**src/rtl/ook_frame_gen.sv**
```systemverilog
// ---------------------------------------------------------------------------
// ook_frame_gen
// Framed OOK burst generator for the GTP transmit word path (txusrclk2).
// A send request produces: PREAMBLE_WORDS words of 1010..., one SYNC_WORD,
// then frame_len words of PRBS payload of the selected order. A one-deep
// request queue lets a request made mid-frame start the next frame right
// after the current one, with no idle word in between.
//
// Ports
//   clk          : TX user clock (txusrclk2)
//   rst          : synchronous, active-high reset
//   send_enable  : send request, one request per cycle in which it is high
//   prbs_mode    : PRBS order 00:7  01:15  10:23  11:31
//   frame_len    : payload length in words (0 = request discarded)
//   data_out     : registered TX word, MSB transmitted first
//   frame_active : high on every preamble, sync and payload word
//   sof          : high on the first preamble word
//   eof          : high on the last payload word
//   pending      : a queued request is waiting
// ---------------------------------------------------------------------------
module ook_frame_gen #(
    parameter int                DATA_W         = 16,
    parameter int                PREAMBLE_WORDS = 4,
    parameter logic [DATA_W-1:0] SYNC_WORD      = 16'hB4C3,
    parameter int                LEN_W          = 16
) (
    input  logic              clk,
    input  logic              rst,
    input  logic              send_enable,
    input  logic [1:0]        prbs_mode,
    input  logic [LEN_W-1:0]  frame_len,
    output logic [DATA_W-1:0] data_out,
    output logic              frame_active,
    output logic              sof,
    output logic              eof,
    output logic              pending
);

    localparam logic [DATA_W-1:0] PREAMBLE_PAT = {(DATA_W/2){2'b10}};
    localparam logic [7:0]        PRE_LAST     = 8'(PREAMBLE_WORDS);
    localparam logic [30:0]       LFSR_SEED    = {31{1'b1}};
    localparam logic [LEN_W-1:0]  LEN_ZERO     = {LEN_W{1'b0}};
    localparam logic [LEN_W-1:0]  LEN_ONE      = {{(LEN_W-1){1'b0}}, 1'b1};

    typedef enum logic [1:0] {
        ST_IDLE     = 2'd0,
        ST_PREAMBLE = 2'd1,
        ST_SYNC     = 2'd2,
        ST_PAYLOAD  = 2'd3
    } state_t;

    // One Fibonacci LFSR bit step for the selected order. Only s[n-1:0]
    // shifts; bits above the active order are left untouched.
    // Returns {new_bit, next_state}.
    function automatic logic [31:0] lfsr_step(input logic [30:0] s,
                                              input logic [1:0]  mode);
        logic        new_bit;
        logic [30:0] mask;
        logic [30:0] shifted;
        case (mode)
            2'b00: begin
                new_bit = s[6] ^ s[5];
                mask    = 31'h0000_007F;
            end
            2'b01: begin
                new_bit = s[14] ^ s[13];
                mask    = 31'h0000_7FFF;
            end
            2'b10: begin
                new_bit = s[22] ^ s[17];
                mask    = 31'h007F_FFFF;
            end
            default: begin
                new_bit = s[30] ^ s[27];
                mask    = 31'h7FFF_FFFF;
            end
        endcase
        shifted = {s[29:0], new_bit};
        return {new_bit, (s & ~mask) | (shifted & mask)};
    endfunction

    state_t             r_state;
    logic [7:0]         r_pre_cnt;
    logic [LEN_W-1:0]   r_word_cnt;
    logic [LEN_W-1:0]   r_len;
    logic [1:0]         r_mode;
    logic [30:0]        r_lfsr;
    logic               r_pending;
    logic [DATA_W-1:0]  r_data;
    logic               r_active;
    logic               r_sof;
    logic               r_eof;

    state_t             w_nxt_state;
    logic [7:0]         w_nxt_pre_cnt;
    logic [LEN_W-1:0]   w_nxt_word_cnt;
    logic [LEN_W-1:0]   w_nxt_len;
    logic [1:0]         w_nxt_mode;
    logic [30:0]        w_nxt_lfsr;
    logic               w_nxt_pending;
    logic [DATA_W-1:0]  w_nxt_data;
    logic               w_nxt_active;
    logic               w_nxt_sof;
    logic               w_nxt_eof;

    logic [DATA_W-1:0]  w_prbs_word;
    logic [30:0]        w_prbs_lfsr;
    logic [30:0]        w_lfsr_acc;
    logic [31:0]        w_step;
    logic [LEN_W-1:0]   w_word_cnt_inc;
    logic               w_last_payload;
    logic               w_start;

    assign w_word_cnt_inc = r_word_cnt + LEN_ONE;
    assign w_last_payload = (r_state == ST_PAYLOAD) && (r_word_cnt == r_len);
    // The next frame may start from idle or on the last payload word, which
    // is what gives gap-free back-to-back frames.
    assign w_start = (send_enable | r_pending) &&
                     ((r_state == ST_IDLE) || w_last_payload);

    // Unrolled DATA_W-bit LFSR advance; the first bit lands in the MSB.
    always_comb begin
        w_lfsr_acc  = r_lfsr;
        w_step      = 32'd0;
        w_prbs_word = {DATA_W{1'b0}};
        for (int i = 0; i < DATA_W; i++) begin
            w_step                     = lfsr_step(w_lfsr_acc, r_mode);
            w_prbs_word[DATA_W-1-i]    = w_step[31];
            w_lfsr_acc                 = w_step[30:0];
        end
        w_prbs_lfsr = w_lfsr_acc;
    end

    // Next-state and next-output logic; outputs describe the word shown after the edge.
    always_comb begin
        w_nxt_state    = r_state;
        w_nxt_pre_cnt  = r_pre_cnt;
        w_nxt_word_cnt = r_word_cnt;
        w_nxt_len      = r_len;
        w_nxt_mode     = r_mode;
        w_nxt_lfsr     = r_lfsr;
        w_nxt_pending  = r_pending;
        w_nxt_data     = {DATA_W{1'b0}};
        w_nxt_active   = 1'b0;
        w_nxt_sof      = 1'b0;
        w_nxt_eof      = 1'b0;

        if (w_start) begin
            // Parameters are captured here; a zero length consumes the request.
            w_nxt_pending = 1'b0;
            w_nxt_len     = frame_len;
            w_nxt_mode    = prbs_mode;
            w_nxt_lfsr    = LFSR_SEED;
            if (frame_len != LEN_ZERO) begin
                w_nxt_state   = ST_PREAMBLE;
                w_nxt_pre_cnt = 8'd1;
                w_nxt_data    = PREAMBLE_PAT;
                w_nxt_active  = 1'b1;
                w_nxt_sof     = 1'b1;
            end else begin
                w_nxt_state   = ST_IDLE;
            end
        end else begin
            // A request while mid-frame queues; a second one is simply dropped.
            if (send_enable && (r_state != ST_IDLE)) begin
                w_nxt_pending = 1'b1;
            end else begin
                w_nxt_pending = r_pending;
            end
            case (r_state)
                ST_IDLE: begin
                    w_nxt_state = ST_IDLE;
                end
                ST_PREAMBLE: begin
                    w_nxt_active = 1'b1;
                    if (r_pre_cnt == PRE_LAST) begin
                        w_nxt_state = ST_SYNC;
                        w_nxt_data  = SYNC_WORD;
                    end else begin
                        w_nxt_pre_cnt = r_pre_cnt + 8'd1;
                        w_nxt_data    = PREAMBLE_PAT;
                    end
                end
                ST_SYNC: begin
                    w_nxt_state    = ST_PAYLOAD;
                    w_nxt_active   = 1'b1;
                    w_nxt_data     = w_prbs_word;
                    w_nxt_lfsr     = w_prbs_lfsr;
                    w_nxt_word_cnt = LEN_ONE;
                    w_nxt_eof      = (r_len == LEN_ONE);
                end
                ST_PAYLOAD: begin
                    if (w_last_payload) begin
                        w_nxt_state = ST_IDLE;
                    end else begin
                        w_nxt_active   = 1'b1;
                        w_nxt_data     = w_prbs_word;
                        w_nxt_lfsr     = w_prbs_lfsr;
                        w_nxt_word_cnt = w_word_cnt_inc;
                        w_nxt_eof      = (w_word_cnt_inc == r_len);
                    end
                end
                default: begin
                    w_nxt_state = ST_IDLE;
                end
            endcase
        end
    end

    // State and output registers with synchronous reset.
    always_ff @(posedge clk) begin
        if (rst) begin
            r_state    <= ST_IDLE;
            r_pre_cnt  <= 8'd0;
            r_word_cnt <= LEN_ZERO;
            r_len      <= LEN_ZERO;
            r_mode     <= 2'b00;
            r_lfsr     <= LFSR_SEED;
            r_pending  <= 1'b0;
            r_data     <= {DATA_W{1'b0}};
            r_active   <= 1'b0;
            r_sof      <= 1'b0;
            r_eof      <= 1'b0;
        end else begin
            r_state    <= w_nxt_state;
            r_pre_cnt  <= w_nxt_pre_cnt;
            r_word_cnt <= w_nxt_word_cnt;
            r_len      <= w_nxt_len;
            r_mode     <= w_nxt_mode;
            r_lfsr     <= w_nxt_lfsr;
            r_pending  <= w_nxt_pending;
            r_data     <= w_nxt_data;
            r_active   <= w_nxt_active;
            r_sof      <= w_nxt_sof;
            r_eof      <= w_nxt_eof;
        end
    end

    assign data_out     = r_data;
    assign frame_active = r_active;
    assign sof          = r_sof;
    assign eof          = r_eof;
    assign pending      = r_pending;

endmodule

```
**config.mk**
```make
export PLATFORM = sky130hd
export DESIGN_NAME = ook_frame_gen
export DESIGN_NICKNAME = d
export VERILOG_FILES = /design/src/rtl/ook_frame_gen.sv
export SDC_FILE = /design/constraint.sdc
export NUM_CORES = 1
export LEC_CHECK = 0
export CAP_MARGIN = 5
export CORE_UTILIZATION = 33
export DETAILED_ROUTE_END_ITERATION = 10
export GPL_ROUTABILITY_DRIVEN = 1
export PLACE_DENSITY_LB_ADDON = 0.12
export SYNTH_ARGS = -nofsm -noshare
export SYNTH_HDL_FRONTEND = slang
export SYNTH_SLANG_ARGS = --single-unit
```
**constraint.sdc**
```tcl
create_clock -name clk -period 2.95 [get_ports clk]
set_clock_uncertainty 0.15 [all_clocks]
set_input_delay 0.59 -clock clk [delete_from_list [all_inputs] [get_ports clk]]
set_output_delay 0.59 -clock clk [all_outputs]
set_load 0.005 [all_outputs]
```
-- Word-level counts from Yosys, hierarchy flattened
Index checks and enable logic that the tools add are counted.
- bitwise operators: 115
- reduce and logical (&&, ||, !) cells: 17
- multiplexer cells: 41
- add/subtract/negate cells: 2
- equality and inequality tests: 14
- operators with widths (operator ; count):
    $and 31x31->31 ; 32
    $or 31x31->31 ; 16
    $pmux 31 s3 ; 1
    $mux 16 ; 4
    $xor 1x1->1 ; 64
    $pmux 31 s2 ; 1
    $pmux 1 s3 ; 16
    $pmux 16 s3 ; 1
    $eq 16x16->1 ; 2
    $mux 8 ; 4
    $pmux 16 s2 ; 1
    $mux 31 ; 1
    $not 31->31 ; 1
    $add 16x1->16 const B ; 1
    $eq 16x1->1 const B ; 1
    $reduce_bool 16->1 ; 1
    $mux 13 ; 1
    $add 8x1->8 const B ; 1
    $eq 8x3->1 const B ; 1
    $pmux 2 s4 ; 1
    $eq 2x2->1 const B ; 3
    $mux 2 ; 3
    $ne 3x3->1 const B ; 2
    $reduce_and 3->1 ; 2
    other kinds (13) ; 28
- register bits after elaboration: 95
- bits of input ports: 21
- word-level logic and storage cells: 200

-- Logic depth before layout (Yosys ltp)
Gate-level depths: netlist (run 1).
- depth in word-level cells: 67
- mapped depth: 11

-- Least setup slack after synthesis (run 1)
No wires, ideal clock.
- path type: flip-flop to flip-flop
- start point: reg r_word_cnt[5]
- end point: reg r_lfsr[4]
- path slack: 0.484 ns
- arrival time: 2.187 ns
- period minus slack after synthesis: 2.466 ns
- data required time: 2.671 ns
- library setup time: 0.129 ns
- stages on the path, launching flop included: 10
- path through: dfxtp_1 -> buf_6 -> xor2_1 -> or4_4 -> nor4_4 -> a31oi_1 -> buf_2 -> buf_2 -> o21ai_0 -> nand2_1
- longest elaborated chain between the ends: 5
- elaborated cells between the ends (all ways): 7
- classes of those cells: eq/ne: 2; reduce/logical: 5
- RTL lines (item ; RTL line ; text):
    from (decl) ; 84 ; logic [LEN_W-1:0] r_word_cnt;
    from (signal assigned) ; 227 ; r_word_cnt <= w_nxt_word_cnt;
    $eq 16x16->1 (*) ; 115 ; assign w_last_payload = (r_state == ST_PAYLOAD) && (r_word_cnt == r_len);
    $logic_and 1x1->1 (*) ; 115 ;
    $logic_or 1x1->1 ; 119 ; ((r_state == ST_IDLE) || w_last_payload);
    $logic_and 1x1->1 ; 118 ; assign w_start = (send_enable | r_pending) &&
    $reduce_or 2->1 (no source line) ; - ;
    to (signal assigned) ; 230 ; r_lfsr <= w_nxt_lfsr;
    to (decl) ; 87 ; logic [30:0] r_lfsr;
Every way passes the cells marked *; elsewhere a longest branch is shown, timed or not.
A chain may end at the register's enable or synchronous reset.

-- Final worst setup path (run 1)
- start point: reg r_word_cnt[0]
- end point: reg r_eof, in the netlist eof
- longest elaborated chain between the ends: 5
- elaborated cells between the ends (all ways): 9
- classes of those cells: add/sub: 1; eq/ne: 2; mux: 2; reduce/logical: 4
- RTL lines (item ; RTL line ; text):
    branches (longest 5 deep; another with $add 16x1->16) ; - ;
    to (signal assigned) ; 235 ; r_eof <= w_nxt_eof;
    to (decl) ; 92 ; logic r_eof;
Several ways; the timed one is not identified.

==> flow_summary.ini, run 1 <==
[clocking]
postCtsHoldBufs = 0
clockBufferDepth = 2
cts_resized = 0
cts_buffers = 9
htree_levels = 3
cts_setup_buffers = 0
clock_sinks = 95
insertion_delay_ns = 0.35
cts_tree = yes
root_buffer = clkbuf_16
path_clk_slew_ns = 0.06

[power]
power_density_nw_per_um2 = 665
vdd_ir_drop_max_mv = 0.306
total_leakage_power_uw = 0.00240

[floorplan]
io_pins = 41
initial_utilization_pct = 34.2
die_y_um = 131
core_area_sq_um = 16100
fp.dieArea_sq_um = 17100
rows = 46
chipWidth_um = 131

[placed_design]
gp_congestion = 0.911
portBuffers = 40
hpwl_mm = 11.7

[timing]
rsz0062_at_grt = no
hold_violations = 0
holdWs_ns = 0.341
fin_crit_sh_pct = 93.8
fin_tns_setup_ns = 0
min_period_ns = 2.77
fmax_mhz = 361
relSlewSlack_pct = 56.3
setup_viol = 0
worst_slew_pin_slew_ns = 0.649
slew_violations = 0

[worst_setup_path]
cp_data_required_time_ns = 3.04
cp-end-kind = flip-flop
path_max_fanout = 7
worst-setup-path-type = flip-flop to flip-flop
cp.arrival_ns = 2.86
start_kind = flip-flop

[logic_synthesis]
synth-main-ff-cell = dfxtp_1
synth_area_sq_um = 5490
syn-num-nets = 685
yosys.area.top_type = dfxtp_1
synth_commonest_cells = dfxtp_1 (95), nand2_1 (92), xor2_1 (62), o21ai_0 (41), clkbuf_1 (39)
synth_seq_cells = 95
synth.most_common_cell = dfxtp_1
syn_inst = 656
avgSynthCellArea_sq_um = 8.36
synth-edff-count = 0
async_flop_share_pct = 0
seq_area_frac_synth_pct = 34.7
synth_warnings = 0
synth_area_leaders = dfxtp_1 (35%), xor2_1 (9.9%), nand2_1 (6.3%)
yosys.area.top_type_share_pct = 34.7
synth.distinct_cells = 58

[run_status]
status = completed

[detailed_routing]
wl_per_cell_um = 16.9
drt-total-wl_mm = 15.4
antenna_left = 0
vias = 4722
drtIter0Drc = 377
dr.pass1.iters = 4
viasPerCell = 5.21
route.detailed.drc = 0

[global_route]
grt_max_degree = 32
grt_usage_pct = 19.2
grt_pass1_wl_mm = 25.0
grt_pass1_vias = 4462
antenna_found_initial = 0
grt_overflow = 0

[min_path]
holdCritPathClass = flip-flop to flip-flop

[cells_and_area]
final_nets = 715
diodes = 0
area_delta_synth_final_pct = 18.6
multi_input_area_sq_um = 3300
drive_gt1_share_pct = 10.9
regArea_sq_um = 1900
fillCellCount = 1628

[flow_run]
drv_cap = 0
-- where the power goes --
| group | switching [uW] | internal, uW |
|---|---|---|
| clock network | 512 | 683 |
| logic | 888 | 662 |
| registers | 161 | 1420 |
| total | 1560 | 2760 |
-- per-layer routing --
metal  wire, um  part of all wire (%)  GRT usage, %  up-vias
met1       8090                    53          28.8     2234
met3        637                   4.1          3.38       13
met2       6470                    42          28.0      103
li1           -                     -             -     2372
met4        176                   1.1          5.14        0
met5          0                     0             0        -
-- critical path: stages (launching register included) --
cell       delay [ns]
dfxtp_1          0.49
and2_1           0.28
nand2_1          0.19
or4_1            0.43
a2111oi_0        0.48
and4_1           0.27
nand3_1          0.08
a211oi_1         0.30
-- final cells by class --
cell class / instances / area share [%]
clock buffer: 10 / 3.67
clock inverter: 6 / 1.04
inverter: 10 / 0.577
tap: 216 / 4.15
sequential: 95 / 29.2
multi-input combinational: 493 / 50.7
timing repair buffer: 77 / 10.6
-- sequential cells by signal (all words and copies together) (netlist names) --
name / count
r_pre_cnt: 8
pending: 1
r_lfsr: 31
r_len: 16
sof: 1
r_word_cnt: 16
eof: 1
data_out: 16
r_state: 2
r_mode: 2
frame_active: 1
-- cell usage in the layout, fill, tap and decap left out, types with 5 or more instances in the layout --
cell / instances
a21oi_1: 34
a311oi_1: 6
inv_1: 10
xor2_1: 62
nand4_1: 12
nand2_1: 92
nor4_1: 16
and3_1: 5
clkdlybuf4s50_1: 40
mux2i_1: 22
a211oi_1: 8
a31oi_1: 9
clkbuf_16: 9
dfxtp_1: 95
o31ai_1: 6
mux4_2: 8
o21ai_0: 41
nor3_1: 9
o211ai_1: 5
buf_4: 36
nand3_1: 37
nor2_1: 33
ha_1: 8
xnor2_1: 31
-- logic make-up (layout without fill, tap and decap cells) --
logic type | after synthesis | count (layout) | share of synthesized area [%]
fa+ha+maj | 8 | 8 | 1.82
buf+inv | 68 | 103 | 5.36
simple gates | 233 | 233 | 21.1
xor+xnor | 94 | 94 | 15.3
mux | 30 | 30 | 7.30
compound gates | 128 | 128 | 14.4
flops | 95 | 95 | 34.7
-- metrics by stage --
step                      total power [uW]  cells  setup slack (ns)  instance area (sq um)  utilization (%)
after floorplan                       2610    656             0.484                   5490                -
final                                 4320    907             0.182                   6500             40.5
after global placement                3140    891             0.194                   6200             38.6
after CTS                             4370    907             0.190                   6500             40.5
after detailed placement              3150    891             0.204                   6200             38.6
after global routing                  4590    907            0.0783                   6500             40.5
-- final timing paths --
kind                     end          start  slack (ns)  depth (start not counted)
setup / recovery         eof  r_word_cnt[0]        0.18                          7
hold / removal    r_lfsr[30]     r_lfsr[30]        0.34                          2
setup reg to reg         eof  r_word_cnt[0]        0.18                          7
hold reg to reg   r_lfsr[30]     r_lfsr[30]        0.34                          2
No activity file was read; power rests on OpenSTA's default activity.
==> run 2: changes to the inputs <==
PLACE_DENSITY_LB_ADDON = default   (was 0.12)
==> flow_summary.ini, run 2 (synthesis results as in run 1) <==
[run_status]
status = completed

[power]
p_clk_share_pct = 27.9
vdd_ir_drop_max_mv = 0.415
switching_share_pct = 36.6
power_density_nw_per_um2 = 667
p_int_uw = 2710
total_leakage_power_uw = 0.00234
pwr-share-seq_pct = 37.1
combPwrFrac_pct = 35.0
power_switching_uw = 1570

[floorplan]
fp.dieArea_sq_um = 17100
io_pins = 41
chipWidth_um = 131
rows = 46
die_y_um = 131
initial_utilization_pct = 34.2
core_area_sq_um = 16100

[worst_setup_path]
cp.arrival_ns = 2.90
start_kind = flip-flop
worst-setup-path-type = flip-flop to flip-flop
cp_num_buf_inv = 1
critPathSlowestCell = or4_4
cp_data_required_time_ns = 3.06
r2r_start = r_word_cnt[14]
reg2reg_depth = 8
critPathTopFamily = simple AND/OR/NAND/NOR gates
crit_chain = xor2_1, or4_4, nor4_4, a31oi_1, nor2_2, buf_4, a21oi_1, a211oi_1
path_max_fanout = 23
r2r_end = r_pre_cnt[0]
r2r_slack_ns = 0.16
cp-end-kind = flip-flop
worst_path_largest_cell_delay_ns = 0.55

[clocking]
cts_setup_buffers = 0
root_buffer = clkbuf_16
clock_sinks = 95
clockBufferDepth = 2
insertion_delay_ns = 0.36
postCtsHoldBufs = 0
cts_buffers = 9
cts_tree = yes
htree_levels = 3
cts_resized = 0
path_clk_slew_ns = 0.07

[timing]
fin_crit_sh_pct = 94.6
setup_viol = 0
relSlewSlack_pct = 61.9
fin_ws_ns = 0.161
fin_tns_setup_ns = 0
holdWs_ns = 0.348
slew_violations = 0
rsz0062_at_grt = no
min_period_ns = 2.79
worst_slew_pin_slew_ns = 0.567
hold_violations = 0
fmax_mhz = 359

[global_route]
grt_overflow = 0
grt_pass1_wl_mm = 23.8
grt_usage_pct = 18.3
grt_pass1_vias = 4393
grt_max_degree = 34
antenna_found_initial = 0

[placed_design]
gp_congestion = 1.01
place_ws_ns = 0.140
portBuffers = 40
hpwl_mm = 11.2

[detailed_routing]
dr_wl_met2_mm = 6.67
drt-total-wl_mm = 15.0
top_layer = met4
wl_met1_mm = 7.41
vias = 4807
dr.pass1.iters = 5
viasPerCell = 5.38
drtIter0Drc = 371
route.detailed.drc = 0
wl_per_cell_um = 16.7
antenna_left = 0
wl_met3_um = 700

[cells_and_area]
top_register = r_lfsr
largest_reg_flops = 31
fillCellCount = 1594
final_nets = 703
final_common_cell = dfxtp_1
layout_common_cells = dfxtp_1 (95), nand2_1 (92), xor2_1 (62)
diodes = 0
area_delta_synth_final_pct = 17.1
drive_gt1_share_pct = 9.44

[min_path]
hold_path_end = r_lfsr[30]
holdCritPathClass = flip-flop to flip-flop
hp-start = r_lfsr[30]
hold_depth = 2

[flow_run]
drv_cap = 0
[run 2: worst max path at each step]
stage                         startpoint            to  slack (ns)  cells past startpoint
final                     r_word_cnt[14]  r_pre_cnt[0]        0.16                      8
after floorplan            r_word_cnt[5]     r_lfsr[4]        0.48                      9
after CTS                 r_word_cnt[14]    r_lfsr[13]        0.13                      7
after global routing      r_word_cnt[14]  r_pre_cnt[0]        0.02                      8
after detailed placement  r_word_cnt[14]    r_lfsr[13]        0.14                      7
after global placement       send_enable   data_out[8]        0.16                      5
[run 2: metrics by stage]
step	area, sq um	utilization, %	instances	total power (uW)
global placement	6110	38.0	879	3070
finish	6420	40.0	894	4280
CTS	6400	39.9	894	4270
floorplan	5490	-	656	2610
detailed placement	6110	38.0	879	3090
global route	6420	40.0	894	4520
[run 2: cell type report]
class,count,area (sq um),area share (%)
clock inverters,6,70.1,1.09
well taps,216,270,4.21
clock buffers,9,225,3.51
flip-flops and latches,95,1900,29.6
multi-input cells,493,3320,51.6
repair buffers,65,601,9.35
inverters,10,37.5,0.584
[run 2: layer usage]
layer,GRT usage [%],vias up
met3,2.69,13
met4,6.15,0
met1,26.4,2325
met2,27.6,133
li1,-,2336
met5,0,-
[run 2: power by group through the flow]
stage	registers (uW)	clock network [uW]	logic [uW]
2_1_floorplan	1520	0	1090
3_3_place_gp	1610	0	1460
3_5_place_dp	1620	0	1470
4_1_cts	1590	1210	1480
5_1_grt	1610	1260	1650
6_report	1590	1190	1500
[run 2: worst reg2reg max path, cell delays in order, from the launching register on]
cell and delay (ns):
dfxtp_1 0.43, xor2_1 0.10, or4_4 0.55, nor4_4 0.41, a31oi_1 0.23, nor2_2 0.14
buf_4 0.27, a21oi_1 0.15, a211oi_1 0.26
==> run 3: changes to the inputs <==
CORE_MARGIN = 3   (was default)
GPL_TIMING_DRIVEN = 1   (was default)
SETUP_SLACK_MARGIN = 0.15   (was default)
==> flow_summary.ini, run 3 (synthesis results as in run 1) <==
[detailed_routing]
vias = 4871
dr_wl_met2_mm = 6.55
dr.pass1.iters = 5
wl_met3_um = 903
wl_met1_mm = 7.67
antenna_left = 0
top_layer = met4
route.detailed.drc = 0
wl_per_cell_um = 17.1
drt-total-wl_mm = 15.4
drtIter0Drc = 467
viasPerCell = 5.41

[placed_design]
gp_congestion = 0.946
portBuffers = 40
hpwl_mm = 11.6
place_ws_ns = 0.102

[cells_and_area]
regArea_sq_um = 1900
drive_gt1_share_pct = 10.9
area_delta_synth_final_pct = 17.9
diodes = 0
largest_reg_flops = 31
layout_common_cells = dfxtp_1 (94), nand2_1 (91), xor2_1 (61)
final_nets = 709
fillCellCount = 1561
multi_input_area_sq_um = 3330
final_common_cell = dfxtp_1
top_register = r_lfsr

[clocking]
htree_levels = 3
postCtsHoldBufs = 0
clockBufferDepth = 2
cts_tree = yes
clock_sinks = 95
insertion_delay_ns = 0.35
cts_buffers = 9
path_clk_slew_ns = 0.07
root_buffer = clkbuf_16

[timing]
slew_violations = 0
worst_slew_pin_slew_ns = 0.821
setup_viol = 0
fin_ws_ns = 0.266
relSlewSlack_pct = 45.2
hold_violations = 0
fin_tns_setup_ns = 0
fin_crit_sh_pct = 91.0
fmax_mhz = 373
rsz0062_at_grt = yes
min_period_ns = 2.68

[worst_setup_path]
reg2reg_depth = 9
cp.arrival_ns = 2.82
worst-setup-path-type = flip-flop to flip-flop
path_max_fanout = 14
cp-end-kind = flip-flop
start_kind = flip-flop
cp_data_required_time_ns = 3.09

[power]
vdd_ir_drop_max_mv = 0.319
total_leakage_power_uw = 0.00237
power_density_nw_per_um2 = 661

[run_status]
status = completed

[floorplan]
die_y_um = 135
core_area_sq_um = 16100
rows = 46
io_pins = 41
fp.dieArea_sq_um = 18200
chipWidth_um = 135
initial_utilization_pct = 34.2

[flow_run]
drv_cap = 0

[global_route]
grt_pass1_wl_mm = 24.6
grt_overflow = 0
antenna_found_initial = 0
grt_usage_pct = 16.8
grt_pass1_vias = 4505
grt_max_degree = 34

[min_path]
holdCritPathClass = flip-flop to flip-flop
hold_depth = 2
run 3: where the power goes:
part           switching, uW  internal (uW)  total [uW]
Sequential               177           1420        1600
Combinational            888            671        1560
Clock                    523            599        1120
run 3: through the flow:
| step | util [%] | instance area [sq um] | cells | total power [uW] | hold slack [ns] |
|---|---|---|---|---|---|
| CTS | 40.1 | 6440 | 901 | 4280 | 0.350 |
| global placement | 38.3 | 6150 | 885 | 3130 | 0.324 |
| finish | 40.3 | 6470 | 901 | 4280 | 0.345 |
| floorplan | - | 5490 | 656 | 2610 | 0.309 |
| global route | 40.3 | 6470 | 901 | 4520 | 0.370 |
| detailed placement | 38.3 | 6150 | 885 | 3140 | 0.338 |
run 3: routing by layer:
| metal | track usage [%] | vias up |
|---|---|---|
| li1 | - | 2354 |
| met1 | 25.1 | 2319 |
| met2 | 24.5 | 174 |
| met3 | 2.50 | 24 |
| met4 | 6.22 | 0 |
| met5 | 0 | - |
run 3: final timing paths:
check,startpoint,to,slack (ns)
setup / recovery,r_word_cnt[14],r_lfsr[15],0.27
hold / removal,r_lfsr[29],r_lfsr[29],0.34
setup reg to reg,r_word_cnt[14],r_lfsr[15],0.27
hold reg to reg,r_lfsr[29],r_lfsr[29],0.34
run 3: area by class of cell:
type,instances,share of cell area [%]
Tap cell,216,4.18
Sequential cell,95,29.4
Multi-Input combinational cell,493,51.5
Clock buffer,10,3.70
Inverter,10,0.580
Timing Repair Buffer,71,9.98
Clock inverter,6,0.638
run 3: repair_timing:
item / 4_1_cts / 5_1_grt
setup buffers: 0 / 0
resized for setup: 1 / 7
pin swaps: 0 / 0
setup endpoints to repair: 3 / 57
run 3: worst max-delay path, cell delays in order, from the launching register on:
cell     delay, ns
dfxtp_1       0.45
xor2_1        0.11
or4_4         0.55
nor4_4        0.26
buf_4         0.19
a31oi_2       0.25
buf_4         0.31
nand2_2       0.17
nand2_1       0.08
nand3_1       0.09
